### src/rtl/segway_pkg.sv
// Shared Segway definitions: UART divider default, command bytes and UART receiver state type.
package segway_pkg;

  localparam int unsigned BAUD_DIV_DEFAULT = 2604;

  localparam logic [7:0] CMD_GO   = 8'h67;
  localparam logic [7:0] CMD_STOP = 8'h73;

  typedef enum logic {IDLE, RECEIVE} uart_rx_state_t;

endpackage

### src/rtl/uart_rcv.sv
// 8N1 LSB-first UART receiver presenting each byte with a rdy/clr_rdy handshake.
// Define UART_RCV_FRM_ERR_EN to add the frm_err stop-bit check output.
module uart_rcv
  import segway_pkg::*;
#(
  parameter int unsigned BAUD_DIV = BAUD_DIV_DEFAULT,
  parameter int unsigned CNT_W    = 12
) (
  input  logic       clk,
  input  logic       rst_n,
  input  logic       RX,
  input  logic       clr_rdy,
  output logic [7:0] rx_data,
  output logic       rdy
`ifdef UART_RCV_FRM_ERR_EN
  ,
  output logic       frm_err
`endif
);

  // The reload is one less than the divider so each bit spans exactly BAUD_DIV clocks.
  localparam logic [CNT_W-1:0] HalfBit = CNT_W'(BAUD_DIV / 2);
  localparam logic [CNT_W-1:0] FullBit = CNT_W'(BAUD_DIV - 1);
  localparam logic [3:0]       StopIdx = 4'd9;

  uart_rx_state_t   state_q, state_d;
  logic             rx_meta_q, rx_s;
  logic [CNT_W-1:0] baud_cnt_q, baud_cnt_d;
  logic [3:0]       bit_cnt_q, bit_cnt_d;
  logic [7:0]       shift_q, shift_d;
  logic             start_det, shift_en, frame_done;

  always_ff @(posedge clk) begin
    if (!rst_n) begin
      rx_meta_q <= 1'b1;
      rx_s      <= 1'b1;
    end else begin
      rx_meta_q <= RX;
      rx_s      <= rx_meta_q;
    end
  end

  always_ff @(posedge clk) begin
    if (!rst_n) begin
      state_q <= IDLE;
    end else begin
      state_q <= state_d;
    end
  end

  always_comb begin
    state_d = state_q;
    case (state_q)
      IDLE:    if (!rx_s) state_d = RECEIVE;
      RECEIVE: if (shift_en && (bit_cnt_q == StopIdx)) state_d = IDLE;
      default: state_d = IDLE;
    endcase
  end

  always_comb begin
    start_det = 1'b0;
    shift_en  = 1'b0;
    case (state_q)
      IDLE:    start_det = ~rx_s;
      RECEIVE: shift_en  = (baud_cnt_q == '0);
      default: ;
    endcase
    frame_done = shift_en && (bit_cnt_q == StopIdx);
  end

  always_comb begin
    baud_cnt_d = baud_cnt_q;
    bit_cnt_d  = bit_cnt_q;
    shift_d    = shift_q;
    if (start_det) begin
      baud_cnt_d = HalfBit;
      bit_cnt_d  = '0;
    end else if (shift_en) begin
      baud_cnt_d = FullBit;
      bit_cnt_d  = bit_cnt_q + 4'd1;
      // Start and stop samples never enter the data word.
      if ((bit_cnt_q != '0) && (bit_cnt_q != StopIdx)) begin
        shift_d = {rx_s, shift_q[7:1]};
      end
    end else if (state_q == RECEIVE) begin
      baud_cnt_d = baud_cnt_q - CNT_W'(1);
    end
  end

  always_ff @(posedge clk) begin
    if (!rst_n) begin
      baud_cnt_q <= '0;
      bit_cnt_q  <= '0;
      shift_q    <= '0;
    end else begin
      baud_cnt_q <= baud_cnt_d;
      bit_cnt_q  <= bit_cnt_d;
      shift_q    <= shift_d;
    end
  end

  // A completed frame wins over clr_rdy; a new start bit supersedes an unread byte.
  always_ff @(posedge clk) begin
    if (!rst_n) begin
      rx_data <= '0;
      rdy     <= 1'b0;
    end else if (frame_done) begin
      rx_data <= shift_q;
      rdy     <= 1'b1;
    end else if (start_det || clr_rdy) begin
      rdy     <= 1'b0;
    end
  end

`ifdef UART_RCV_FRM_ERR_EN
  always_ff @(posedge clk) begin
    if (!rst_n) begin
      frm_err <= 1'b0;
    end else if (frame_done) begin
      frm_err <= ~rx_s;
    end else if (start_det || clr_rdy) begin
      frm_err <= 1'b0;
    end
  end
`endif

endmodule
### config.mk
export PLATFORM = sky130hd
export DESIGN_NAME = uart_rcv
export DESIGN_NICKNAME = d
export VERILOG_FILES = /design/src/rtl/segway_pkg.sv /design/src/rtl/uart_rcv.sv
export SDC_FILE = /design/constraint.sdc
export NUM_CORES = 1
export LEC_CHECK = 0
export CORE_ASPECT_RATIO = 1.4
export CORE_UTILIZATION = 45
export CTS_CLUSTER_DIAMETER = 60
export DETAILED_ROUTE_END_ITERATION = 12
export PLACE_DENSITY = 0.72
export SLEW_MARGIN = 5
export SYNTH_ARGS = -nofsm -noshare
export SYNTH_HDL_FRONTEND = slang
export SYNTH_SLANG_ARGS = --single-unit
export TNS_END_PERCENT = 100
### constraint.sdc
create_clock -name clk -period 3.4 [get_ports clk]
set_input_delay 1.02 -clock clk [delete_from_list [all_inputs] [get_ports clk]]
set_output_delay 1.02 -clock clk [all_outputs]
set_load 0.01 [all_outputs]
==> summary.txt <==
================================================================================
Leakage power summed over all cells ............................... 0.0006847 uW
Clock net sink count ..............................................           36
Crit path largest cell delay ......................................       700 ps
Max Fanout on Critical Path .......................................           10
Clock slew at reported path FFs ...................................        70 ps
Comb power frac ...................................................        13.7%
Cell total after placement ........................................          221
Register bit count reported by yosys ..............................           36
Mean number of vias per cell ......................................        5.507
Dpl hpwl .......................................................... 2346 microns
Routability congestion estimate from global placement .............       0.9330
Global router's overall resource usage ............................       20.09%
Final standard cell count with taps included and fillers excluded .          229
Clock share of power ..............................................        34.7%
Die area ..........................................................   3877 sq um
Initial detailed-routing violation count ..........................           27
DRC violations left ...............................................            1
Number of antenna violations at the first check in global routing .            0
Synthesized Nets ..................................................          185
Slew at the pin closest to its max-slew limit .....................     743.5 ps
Via count of the first global-routing pass ........................         1313
Setup repair after global routing missed its margin ...............        false
Cell type contributing the most total cell area after synthesis ...      dfxtp_1
Mean area per synthesized cell ....................................  9.277 sq um
Chain of cells forming the critical path .......................... or4_1 > or4_4 > nor3_2 > buf_4 > mux2i_1
Clock Latency Late Sink ...........................................       290 ps
Hold path depth ...................................................            1
Sequential share of power .........................................        51.6%
Max transition margin .............................................       50.02%
CTS-repair resized insts ..........................................            0
Starting utilization of the core area .............................       47.89%
Hold WC Path Type ................................................. register to register
Sequential-to-total area share from yosys stat ....................       44.14%
Pin count of the biggest net entering global routing ..............           19
Switching share of power ..........................................       26.47%
Failing checks .................................................... design-rule violations
TritonCTS clock tree ..............................................        built
Number of cells produced by synthesis .............................          176
Fraction of final layout cells with drive strength greater than 1 .       7.407%
Max VDD drop ......................................................    0.3212 mV
Cell row count ....................................................           25
Hold buffers post-CTS .............................................            0
Residual antenna-violating net count after detailed routing .......            0
Area share of the largest cell type after synthesis ...............       44.14%
# Post-CTS Setup Buffers ..........................................            0
# fillers .........................................................          309
Number of buffers added by the clock tree synthesis step ..........            5
Layout Area Growth over Synthesis .................................       13.79%
Summed instance area of the synthesized netlist ...................   1633 sq um
Total wirelength of the detailed-routed design .................... 3269 microns
Capturing element type of the critical path .......................     register
Class of the most critical setup path ............................. register to register
Areal power density over the cells ................................ 477.8 nW/um^2
Run status ........................................................ finished, violations left
First-pass GRT wire length ........................................ 5664 microns
Max_cap viols .....................................................            0
Layout net count ..................................................          197
Synthesis warning total ...........................................            0
Die Span Y ........................................................ 73.28 microns
Overflow left after global routing ................................            0
Top-Level Pins ....................................................           13
Final total negative setup slack ..................................         0 ps
Hold Violations, Final ............................................            0
Via count .........................................................         1261
Placeable core region .............................................   3410 sq um
Root buffer selected by CTS .......................................     clkbuf_8
Routed wire length per instance ................................... 14.28 microns
Arrival time at the worst endpoint ................................      2640 ps
H-tree level count ................................................            2
Detailed-routing iteration count for the pre-antenna-repair pass ..            8
CTS Buffer Depth ..................................................            2
Number of cells on the worst reg-to-reg path ......................            5
Diodes inserted ...................................................            0
Timing-limited maximum frequency ..................................    412.5 MHz
Maximum clock skew at final layout ................................     7.288 ps
Top cells by area, synth .......................................... dfxtp_1 (44%), mux2i_1 (11%), nand2_1 (5.3%)
CP Data Required Time .............................................      3610 ps
Port Buf Inserts ..................................................           12
Min Clock Period, post-route ......................................      2424 ps
Final period utilization ..........................................       71.30%
Internal Power ....................................................     652.8 uW
Horiz. Die Dim .................................................... 52.91 microns
Net switching power ...............................................     234.9 uW
Final Slew Violations .............................................            0
Distinct cell type count of the synthesized netlist ...............           42
Number of failing setup endpoints in the final timing report ......            0
Nature of the critical path startpoint ............................     register
Cell with the biggest individual delay on the critical path .......        or4_1
================================================================================
==> through the flow <==
step                hold WS, ps  area, sq um  setup slack, ps  utilization, %  power, uW
floorplan                 386.3         1633             1185               -      562.6
global placement          393.6         1768            860.4           51.85      583.8
detailed placement        412.2         1768            822.9           51.85      587.4
CTS                       423.3         1858            976.0           54.50      892.5
global route              465.8         1858            861.5           54.50      932.5
finish                    427.0         1858            975.9           54.50      887.7
==> worst paths after layout <==
| path | slack (ps) | startpoint | to |
|---|---|---|---|
| worst min register to register | 430 | rx_meta_q | rx_s |
| worst max register to register | 980 | baud_cnt_q[2] | rx_data[2] |
| worst min-delay path | 430 | rx_meta_q | rx_s |
| worst max-delay path | 980 | baud_cnt_q[2] | rx_data[2] |
==> Yosys cell counts, drive strengths merged <==
cell,count
clkbuf,6
o41a,1
a21oi,12
xor2,1
nand2,23
o31ai,1
mux2i,18
nor4,2
nor3,6
or4,3
or3b,1
or3,2
a31oi,2
o21a,1
nor4b,1
nor3b,2
o22ai,1
a221oi,1
nor2,11
or4bb,1
and4,1
and2,1
inv,9
o21bai,1
nand3,3
o41ai,2
ha,5
buf,3
nor2b,2
a31o,1
xnor2,4
nand2b,3
dfxtp,36
a32o,1
o21ai,6
nand4,2
==> worst max-delay path, delay by kind of cell, from the launching register on <==
family | cells | cell delay (ps)
buf+inv | 1 | 230
flops | 1 | 360
mux | 1 | 200
simple gates | 3 | 1560
==> metal layers <==
| metal | vias up | share of wire, % | GRT usage [%] |
|---|---|---|---|
| li1 | 635 | - | - |
| met3 | 10 | 4.0 | 5.590 |
| met5 | - | 0 | 0 |
| met1 | 584 | 42 | 22.41 |
| met4 | 0 | 3.2 | 12.57 |
| met2 | 32 | 51 | 32.91 |
==> logic make-up after synthesis <==
family / count (synthesis) / synth area share, %
AOI/OAI and AO/OA: 30 / 11.49
adders and majority gates: 5 / 3.831
DFF: 36 / 44.14
buffers and inverters: 18 / 5.133
and+or+nand+nor: 64 / 21.69
muxes: 18 / 11.03
xor gates and xnor gates: 5 / 2.682
==> power groups by stage <==
stage	sequential (uW)	clock, uW	combinational (uW)
floorplan	459	0	103
global placement	465	0	118
detailed placement	467	0	120
CTS	458	314	121
global route	461	335	136
finish	458	308	122
==> state kept, by name (all words and copies together), names as in the netlist <==
| signal | count |
|---|---|
| rdy | 1 |
| rx_s | 1 |
| shift_q | 8 |
| rx_data | 8 |
| baud_cnt_q | 12 |
| bit_cnt_q | 4 |
| rx_meta_q | 1 |
| state_q | 1 |
==> placed cells by master, fill, tap and decap left out, drive strengths merged, types with 3 or more instances in the layout <==
cell type	synthesis	final
a21oi	12	12
clkbuf	6	8
clkdlybuf4s50	0	12
dfxtp	36	36
ha	5	5
inv	9	9
mux2i	18	18
nand2	23	23
nand2b	3	3
nand3	3	3
nor2	11	11
nor3	6	6
o21ai	6	6
or4	3	3
xnor2	4	4
==> final cells by class <==
type                            instances  area [sq um]  area share [%]
Multi-Input combinational cell        122         828.3           44.58
Sequential cell                        36         720.7           38.79
Timing Repair Buffer                   14         135.1           7.273
Clock buffer                            8         90.09           4.848
Tap cell                               40         50.05           2.694
Inverter                                9         33.78           1.818
Power figures use the tool's default switching activity.
